<file path="src/rtl/uart_rx_pkg.sv">
// Shared UART receive definitions: FSM state encoding, minimum data length
// and the expected-parity function also used by the TX parity generator.
package uart_rx_pkg;

    typedef enum logic [2:0] {
        ST_IDLE   = 3'd0,
        ST_DATA   = 3'd1,
        ST_PARITY = 3'd2,
        ST_STOP1  = 3'd3,
        ST_STOP2  = 3'd4
    } rx_state_t;

    localparam int DATA_BITS_MIN = 5;

    // Widest data word the parity function accepts; narrower words are
    // zero-extended by the caller, which leaves the XOR unchanged.
    localparam int PARITY_DATA_W = 16;

    // Expected parity bit. Stick parity forces the bit to ~eps; otherwise
    // even parity (eps=1) makes data+parity carry an even number of ones.
    function automatic logic parity_expected(input logic [PARITY_DATA_W-1:0] data,
                                             input logic                      eps,
                                             input logic                      sp);
        logic result;
        if (sp) begin
            result = ~eps;
        end else if (eps) begin
            result = ^data;
        end else begin
            result = ~(^data);
        end
        return result;
    endfunction

endpackage

</file>
<file path="src/rtl/counter_en.sv">
// Generic up-counter with synchronous clear (priority) and count enable.
module counter_en #(
    parameter int COUNTER_WIDTH = 4
) (
    input  logic                     clk,
    input  logic                     rst,
    input  logic                     clear,
    input  logic                     en,
    output logic [COUNTER_WIDTH-1:0] count
);

    logic [COUNTER_WIDTH-1:0] count_q;
    logic [COUNTER_WIDTH-1:0] count_d;

    // Next count: clear wins over enable.
    always_comb begin
        count_d = count_q;
        if (clear) begin
            count_d = '0;
        end else if (en) begin
            count_d = count_q + COUNTER_WIDTH'(1);
        end
    end

    // Count register.
    always_ff @(posedge clk or posedge rst) begin
        if (rst) begin
            count_q <= '0;
        end else begin
            count_q <= count_d;
        end
    end

    assign count = count_q;

endmodule

</file>
<file path="src/rtl/uart_rx_frame_sequencer.sv">
// Receive-frame sequencer: walks data / parity / stop bit positions on
// mid-bit sample strobes, assembles the word LSB-first, checks parity and
// stop bits, detects break and emits one registered completion pulse.
//
// Handshake: start_valid and sample_edge are single-cycle strobes with no
// back-pressure; start_valid is only taken in IDLE, sample_edge only outside
// IDLE, and receive_done is a one-cycle pulse with results valid alongside.
module uart_rx_frame_sequencer
    import uart_rx_pkg::*;
#(
    parameter int MAX_DATA_BITS = 8,
    parameter int DB_W          = $clog2(MAX_DATA_BITS + 1)
) (
    input  logic                     pclk,
    input  logic                     preset,
    input  logic                     start_valid,
    input  logic                     sample_edge,
    input  logic                     rx_bit,
    input  logic                     abort,
    input  logic [DB_W-1:0]          data_bits,
    input  logic                     pen,
    input  logic                     eps,
    input  logic                     sp,
    input  logic                     stb,
    output logic                     busy,
    output logic [DB_W-1:0]          bit_idx,
    output logic                     receive_done,
    output logic [MAX_DATA_BITS-1:0] rx_data,
    output logic                     parity_err,
    output logic                     frame_err,
    output logic                     break_det,
    output logic [2:0]               dbg_state
);

    rx_state_t state_q, state_d;

    // Configuration captured at start_valid.
    logic [DB_W-1:0] n_q, n_d;
    logic            pen_q, pen_d;
    logic            eps_q, eps_d;
    logic            sp_q, sp_d;
    logic            stb_q, stb_d;

    // In-flight frame accumulators.
    logic [MAX_DATA_BITS-1:0] shift_q, shift_d;
    logic                     perr_acc_q, perr_acc_d;
    logic                     ferr_acc_q, ferr_acc_d;
    logic                     any_one_q, any_one_d;

    // Published results.
    logic                     done_q, done_d;
    logic [MAX_DATA_BITS-1:0] rx_data_q, rx_data_d;
    logic                     parity_err_q, parity_err_d;
    logic                     frame_err_q, frame_err_d;
    logic                     break_det_q, break_det_d;

    logic [DB_W-1:0]          n_cfg;
    logic [PARITY_DATA_W-1:0] par_in;
    logic                     cnt_clear;
    logic                     cnt_en;
    logic                     last_data;

    // Clamp the requested data length into the supported range.
    always_comb begin
        n_cfg = data_bits;
        if (data_bits < DB_W'(DATA_BITS_MIN)) begin
            n_cfg = DB_W'(DATA_BITS_MIN);
        end else if (data_bits > DB_W'(MAX_DATA_BITS)) begin
            n_cfg = DB_W'(MAX_DATA_BITS);
        end
    end

    // Zero-extend the assembled word for the shared parity function.
    always_comb begin
        par_in = '0;
        par_in[MAX_DATA_BITS-1:0] = shift_q;
    end

    assign cnt_clear = ((state_q == ST_IDLE) && start_valid) || abort;
    assign cnt_en    = (state_q == ST_DATA) && sample_edge && !abort;
    assign last_data = (bit_idx == (n_q - DB_W'(1)));

    counter_en #(
        .COUNTER_WIDTH(DB_W)
    ) u_bit_cnt (
        .clk  (pclk),
        .rst  (preset),
        .clear(cnt_clear),
        .en   (cnt_en),
        .count(bit_idx)
    );

    // Next-state, accumulation and result update; abort overrides last.
    always_comb begin
        state_d      = state_q;
        n_d          = n_q;
        pen_d        = pen_q;
        eps_d        = eps_q;
        sp_d         = sp_q;
        stb_d        = stb_q;
        shift_d      = shift_q;
        perr_acc_d   = perr_acc_q;
        ferr_acc_d   = ferr_acc_q;
        any_one_d    = any_one_q;
        done_d       = 1'b0;
        rx_data_d    = rx_data_q;
        parity_err_d = parity_err_q;
        frame_err_d  = frame_err_q;
        break_det_d  = break_det_q;

        case (state_q)
            ST_IDLE: begin
                if (start_valid) begin
                    n_d        = n_cfg;
                    pen_d      = pen;
                    eps_d      = eps;
                    sp_d       = sp;
                    stb_d      = stb;
                    shift_d    = '0;
                    perr_acc_d = 1'b0;
                    ferr_acc_d = 1'b0;
                    any_one_d  = 1'b0;
                    state_d    = ST_DATA;
                end
            end
            ST_DATA: begin
                if (sample_edge) begin
                    for (int i = 0; i < MAX_DATA_BITS; i++) begin
                        if (bit_idx == DB_W'(i)) begin
                            shift_d[i] = rx_bit;
                        end
                    end
                    any_one_d = any_one_q | rx_bit;
                    if (last_data) begin
                        state_d = pen_q ? ST_PARITY : ST_STOP1;
                    end
                end
            end
            ST_PARITY: begin
                if (sample_edge) begin
                    perr_acc_d = (rx_bit != parity_expected(par_in, eps_q, sp_q));
                    any_one_d  = any_one_q | rx_bit;
                    state_d    = ST_STOP1;
                end
            end
            ST_STOP1: begin
                if (sample_edge) begin
                    if (stb_q) begin
                        ferr_acc_d = ferr_acc_q | ~rx_bit;
                        any_one_d  = any_one_q | rx_bit;
                        state_d    = ST_STOP2;
                    end else begin
                        done_d       = 1'b1;
                        rx_data_d    = shift_q;
                        parity_err_d = perr_acc_q;
                        frame_err_d  = ferr_acc_q | ~rx_bit;
                        break_det_d  = ~(any_one_q | rx_bit);
                        state_d      = ST_IDLE;
                    end
                end
            end
            ST_STOP2: begin
                if (sample_edge) begin
                    done_d       = 1'b1;
                    rx_data_d    = shift_q;
                    parity_err_d = perr_acc_q;
                    frame_err_d  = ferr_acc_q | ~rx_bit;
                    break_det_d  = ~(any_one_q | rx_bit);
                    state_d      = ST_IDLE;
                end
            end
            default: begin
                state_d = ST_IDLE;
            end
        endcase

        if (abort) begin
            state_d      = ST_IDLE;
            done_d       = 1'b0;
            rx_data_d    = rx_data_q;
            parity_err_d = parity_err_q;
            frame_err_d  = frame_err_q;
            break_det_d  = break_det_q;
        end
    end

    // State, configuration, accumulator and result registers.
    always_ff @(posedge pclk or posedge preset) begin
        if (preset) begin
            state_q      <= ST_IDLE;
            n_q          <= DB_W'(DATA_BITS_MIN);
            pen_q        <= 1'b0;
            eps_q        <= 1'b0;
            sp_q         <= 1'b0;
            stb_q        <= 1'b0;
            shift_q      <= '0;
            perr_acc_q   <= 1'b0;
            ferr_acc_q   <= 1'b0;
            any_one_q    <= 1'b0;
            done_q       <= 1'b0;
            rx_data_q    <= '0;
            parity_err_q <= 1'b0;
            frame_err_q  <= 1'b0;
            break_det_q  <= 1'b0;
        end else begin
            state_q      <= state_d;
            n_q          <= n_d;
            pen_q        <= pen_d;
            eps_q        <= eps_d;
            sp_q         <= sp_d;
            stb_q        <= stb_d;
            shift_q      <= shift_d;
            perr_acc_q   <= perr_acc_d;
            ferr_acc_q   <= ferr_acc_d;
            any_one_q    <= any_one_d;
            done_q       <= done_d;
            rx_data_q    <= rx_data_d;
            parity_err_q <= parity_err_d;
            frame_err_q  <= frame_err_d;
            break_det_q  <= break_det_d;
        end
    end

    assign busy         = (state_q != ST_IDLE);
    assign receive_done = done_q;
    assign rx_data      = rx_data_q;
    assign parity_err   = parity_err_q;
    assign frame_err    = frame_err_q;
    assign break_det    = break_det_q;
    assign dbg_state    = state_q;

endmodule

</file>
<file path="config.mk">
export PLATFORM = sky130hd
export DESIGN_NAME = uart_rx_frame_sequencer
export DESIGN_NICKNAME = d
export VERILOG_FILES = /design/src/rtl/uart_rx_pkg.sv /design/src/rtl/counter_en.sv /design/src/rtl/uart_rx_frame_sequencer.sv
export SDC_FILE = /design/constraint.sdc
export NUM_CORES = 1
export LEC_CHECK = 0
export BUFFER_PORTS_ARGS = -buffer_cell sky130_fd_sc_hd__buf_2
export CAP_MARGIN = 0
export CORE_MARGIN = 4
export CORE_UTILIZATION = 50
export CTS_CLUSTER_SIZE = 20
export DETAILED_ROUTE_END_ITERATION = 7
export PLACE_DENSITY_LB_ADDON = 0.25
export SLEW_MARGIN = 20
export SYNTH_ARGS = -nofsm -noshare
export SYNTH_HDL_FRONTEND = slang
export SYNTH_SLANG_ARGS = --single-unit
</file>
<file path="constraint.sdc">
create_clock -name pclk -period 1.77 [get_ports pclk]
set_input_delay 0.0885 -clock pclk [delete_from_list [all_inputs] [get_ports pclk]]
set_output_delay 0.0885 -clock pclk [all_outputs]
set_load 0.02 [all_outputs]
</file>
## Yosys cells after proc, flatten, opt, wreduce, memory -nomap -nowiden

Cells that the tools add are included.

- Logic and storage cells: 159
- Output and inout port bits: 20
- Bits in registers: 38

- Reductions and logical operators: 30
- Multiplexer cells: 60
- $add $sub $neg: 2
- Bitwise logic cells: 7
- Equal/unequal tests: 35
- $lt $le $gt $ge: 2

Operators with widths:

| kind | count |
|---|---|
| $mux W8 | 5 |
| $reduce_and A4 Y1 | 9 |
| $mux W1 | 33 |
| $pmux W8 S2 | 2 |
| $mux W3 | 8 |
| $ne A2 B1 Y1 const B | 9 |
| $ne A3 B3 Y1 const B | 6 |
| $eq A4 B3 Y1 const B | 4 |
| $mux W4 | 4 |
| $reduce_xor A16 Y1 | 1 |
| $pmux W3 S5 | 1 |
| $ne A2 B2 Y1 const B | 7 |
| $pmux W1 S2 | 6 |
| $reduce_and A5 Y1 | 2 |
| $reduce_bool A2 Y1 | 5 |
| $eq A4 B2 Y1 const B | 2 |
| $eq A3 B2 Y1 const B | 2 |
| $reduce_and A6 Y1 | 1 |
| $reduce_bool A3 Y1 | 2 |
| $not A1 Y1 | 5 |
| $add A4 B1 Y4 const B | 1 |
| $eq A4 B1 Y1 const B | 1 |
| $eq A4 B4 Y1 | 1 |
| $gt A4 B4 Y1 const B | 1 |
| 15 further kinds | 18 |

## Depth between registers and ports, before layout

- Depth in word-level cells: 9
- Gate-level depth with buffers: 7
- Depth with buffers taken out: 7

## Modules after synthesis

Synthesis repeated with hierarchy kept, for this count alone.

- Cells, all modules: 198
- Area, all modules: 1996.9 um^2

Modules (own cells, without submodules):

| module | times used | area an instance (um^2) | cells each |
|---|---|---|---|
| uart_rx_frame_sequencer | 1 | 1800.5 | 181 |
| counter_en | 1 | 196.4 | 17 |

## Least setup slack after synthesis

Ideal clock, no wire load.

- Path type: reg2reg
- From: register n_q[0]
- To: register state_q[1] (netlist: dbg_state[1])
- Buffers on the path: 0
- Stages on the path, launching flop included: 8
- Slack: 0.023 ns
- Data arrival time: 1.653 ns
- Period minus slack after synthesis: 1.747 ns
- Cells stage by stage: dfstp_2 > inv_1 > ha_1 > xor2_1 > xnor2_1 > nand4_1 > or3_1 > a211oi_1

- Longest elaborated chain between the ends: 4

RTL lines:

| what | line | source |
|---|---|---|
| from (decl) | uart_rx_frame_sequencer.sv:38 | `logic [DB_W-1:0] n_q, n_d;` |
| from (signal assigned) | uart_rx_frame_sequencer.sv:191 | `n_q <= DB_W'(DATA_BITS_MIN);` |
| from (signal assigned) | uart_rx_frame_sequencer.sv:207 | `n_q <= n_d;` |
| $sub A4 B1 Y4 | uart_rx_frame_sequencer.sv:81 | `assign last_data = (bit_idx == (n_q - DB_W'(1)));` |
| $eq A4 B4 Y1 | uart_rx_frame_sequencer.sv:81 |  |
| $ne A3 B3 Y1 (no source line) | -- |  |
| $reduce_and A6 Y1 (no source line) | -- |  |
| to (signal assigned) | uart_rx_frame_sequencer.sv:206 | `state_q <= state_d;` |
| to (decl) | uart_rx_frame_sequencer.sv:35 | `rx_state_t state_q, state_d;` |

No other way between the ends.
A chain may end at the register's enable or synchronous reset.

## Worst setup path after layout

Same ends and word-level chain as after synthesis.

==> results by group <==
Run status
  • Status: finished, violations left
  • Failing checks: negative setup slack

Die
  • Initial cell density of the core: 52.9%
  • DIE AREA: 0.00503 mm2
  • Die height: 70.9 um
  • Core Region: 0.00374 mm2
  • Num rows: 22
  • Top Ports: 34
  • Die W: 70.9 um

STA
  • Fin crit share: 103%
  • Clock skew: 6.57 ps
  • RSZ-0062 raised after global routing: true
  • Relative slew margins: 68.3%
  • Max-slew violation count: 0
  • Final setup vio count: 1
  • Min Tclk post-route: 1820 ps
  • Min Hold Slack: 8.06 ps
  • Fin. Hold Viols: 0
  • Final WS setup: -51.2 ps
  • Fmax achieved: 549 MHz
  • Worst Tran Pin Value: 476 ps

Placed design
  • Final HPWL DP: 2850 um
  • RD Place Congestion: 0.778
  • Port bufs: 33
  • Dpl cell area: 0.00222 mm2
  • Cells after DPL: 272

Setup path
  • Worst-path cell chain: inv_2 > ha_4 > xor2_2 > xnor2_1 > nand4_1 > or3_4 > a211oi_2
  • Crit path max-delay cell type: dfstp_2
  • Required time worst endpoint: 1980 ps
  • CP max stage delay: 550 ps
  • Setup CP Type: register to register
  • Critical path arrival: 2030 ps
  • CP startpoint kind: register
  • Critical path peak fanout: 2
  • Setup crit end kind: register

Route
  • Via density per instance: 5.15
  • Drt pass-1 iters: 4
  • Initial DRC count: 97
  • Wire per inst: 13.8 um
  • Antenna viol nets, final: 0
  • Routed wire length: 3920 um
  • Total vias in the final route: 1469
  • Post-route DRC violation count: 0

Clock tree
  • CTS buffer count: 5
  • Clk slew on worst S/H paths: 70 ps
  • Root buf cell: clkbuf_8
  • Clock Tree Buf Depth: 2
  • Skew-Pair Late Insertion Delay: 290 ps
  • H-Tree Depth: 2
  • CTS tree: yes
  • Setup Buffers After CTS: 0
  • Clk sinks: 38

Logic synthesis
  • Top cells by count, synth: dfrtp_1, nand2_1, nor2_1
  • Cell with the most instances after synthesis: dfrtp_1
  • Primary FF master, synth: dfrtp_1
  • Synthesized area per cell: 10.4 um2
  • Seq/Total Area, Yosys: 48.2%
  • Ys Warns: 0
  • Synth async-reset ratio: 100%
  • Top post-synthesis cells by area: dfrtp_1, mux2_2, nand2_1, nor2_1, xor2_1
  • Post-Syn Area: 0.00198 mm2
  • #FFs+latches synth: 38
  • Area leader, netlist: dfrtp_1
  • Syn nets: 209
  • Post-synth EDFFs: 0
  • Number of library cell types mapped by synthesis: 35
  • Share of the synthesized area in the top cell type: 45.5%
  • Synth Instances: 190

Cells and area
  • Post-layout instance area: 0.00240 mm2
  • Filler Cells Inserted: 334
  • Final nets: 255
  • Post-Layout Cell Count: 285
  • Antenna diodes: 0
  • Layout cells sized above 1: 34.2%
  • Layout area overhead: 21.0%

Global route
  • First-pass GRT wire length: 6950 um
  • Total track usage: 17.6%
  • Initial antenna violation count: 0
  • Vias in the first global route: 1469
  • Remaining global-route overflow: 0
  • Pin count of the biggest net entering global routing: 39

Power and ir drop
  • PD cells: 903 mW/mm2
  • Design Power: 2.16 mW
  • Leakage: 1.23 nW
  • Maximum vdd drop: 427 uV

Worst hold path
  • Hold Crit Class: primary input to register

Run
  • Maxcap violations: 0
## path summary, 6_finish.rpt
path | slack, ps | from | to | cells past startpoint
setup / recovery | -50 | n_q[0] | dbg_state[1] | 7
hold / removal | 8 | stb | stb_q | 3
max in group asynchronous | 970 | preset | dbg_state[0] | 4
min in group asynchronous | 440 | preset | rx_data[4] | 4
hold reg to reg | 480 | any_one_q | break_det | 1
setup reg to reg | -50 | n_q[0] | dbg_state[1] | 7
## logic make-up after synthesis
family          count (synthesis)  share of synthesized area, %
compound gates                 26                          7.90
buf+inv                        19                          4.74
flops                          38                          48.2
mux                            20                          12.1
xor+xnor                       17                          7.52
simple gates                   65                          16.4
fa+ha+maj                       5                          3.16
## cells in the final DEF (no fill, tap or decap), types with 8 or more instances in the layout
master and instances:
a21oi_1 8, buf_2 33, buf_4 9, dfrtp_1 35
inv_1 9, mux2_2 12, nand2_1 21, nor2_1 21
o21ai_0 9, xnor2_1 8, xor2_1 8
## area by class of cell
cell class / count / area, um2 / area share, %
Inverter: 11 / 45.0 / 1.88
Timing Repair Buffer: 47 / 283 / 11.8
Multi-Input combinational cell: 133 / 962 / 40.2
Sequential cell: 38 / 955 / 39.8
Clock inverter: 1 / 5.00 / 0.209
Clock buffer: 7 / 86.3 / 3.60
Tap cell: 48 / 60.1 / 2.51
## flip-flops by register name, summed over array words and instances, names as in the netlist
signal,flops
pen_q,1
ferr_acc_q,1
sp_q,1
perr_acc_q,1
frame_err,1
break_det,1
dbg_state,3
n_q,4
rx_data,8
receive_done,1
any_one_q,1
u_bit_cnt.count,4
shift_q,8
eps_q,1
stb_q,1
parity_err,1
## timing repair
| action | in CTS | in global routing |
|---|---|---|
| hold buffers | 5 | 0 |
| pin swaps | 2 | 0 |
| setup endpoints to repair | 1 | 6 |
| resized for setup | 5 | 3 |
| endpoints found under the hold margin | 40 | 0 |
## worst max-delay path, delay by kind of cell, from the launching register on
kind | cells | cell delay [ps]
buffers and inverters | 1 | 50
adders and majority gates | 1 | 160
xor gates and xnor gates | 2 | 320
and+or+nand+nor | 2 | 490
AOI/OAI and AO/OA | 1 | 170
DFF | 1 | 550
## per-layer routing
layer	vias to the layer above	track usage, %	share of wire [%]
met3	6	5.54	4.8
met1	704	23.7	46
met4	0	6.68	1.8
met5	-	0	0
met2	28	26.8	48
li1	731	-	-
## power by group
group          switching (mW)  internal (mW)
Clock                   0.295          0.314
Sequential             0.0818          0.959
Combinational           0.260          0.254
Total                   0.636           1.53
## metrics by stage
step                TNS, ps  worst slack (ps)  utilization, %
floorplan                 0              23.2               -
global placement          0              25.3            59.3
CTS                   -52.9             -52.9            63.7
global route           -122              -122            64.0
detailed placement    -61.4             -61.4            59.3
finish                -51.2             -51.2            64.0
Note: power is estimated with default switching activity, not from simulation.
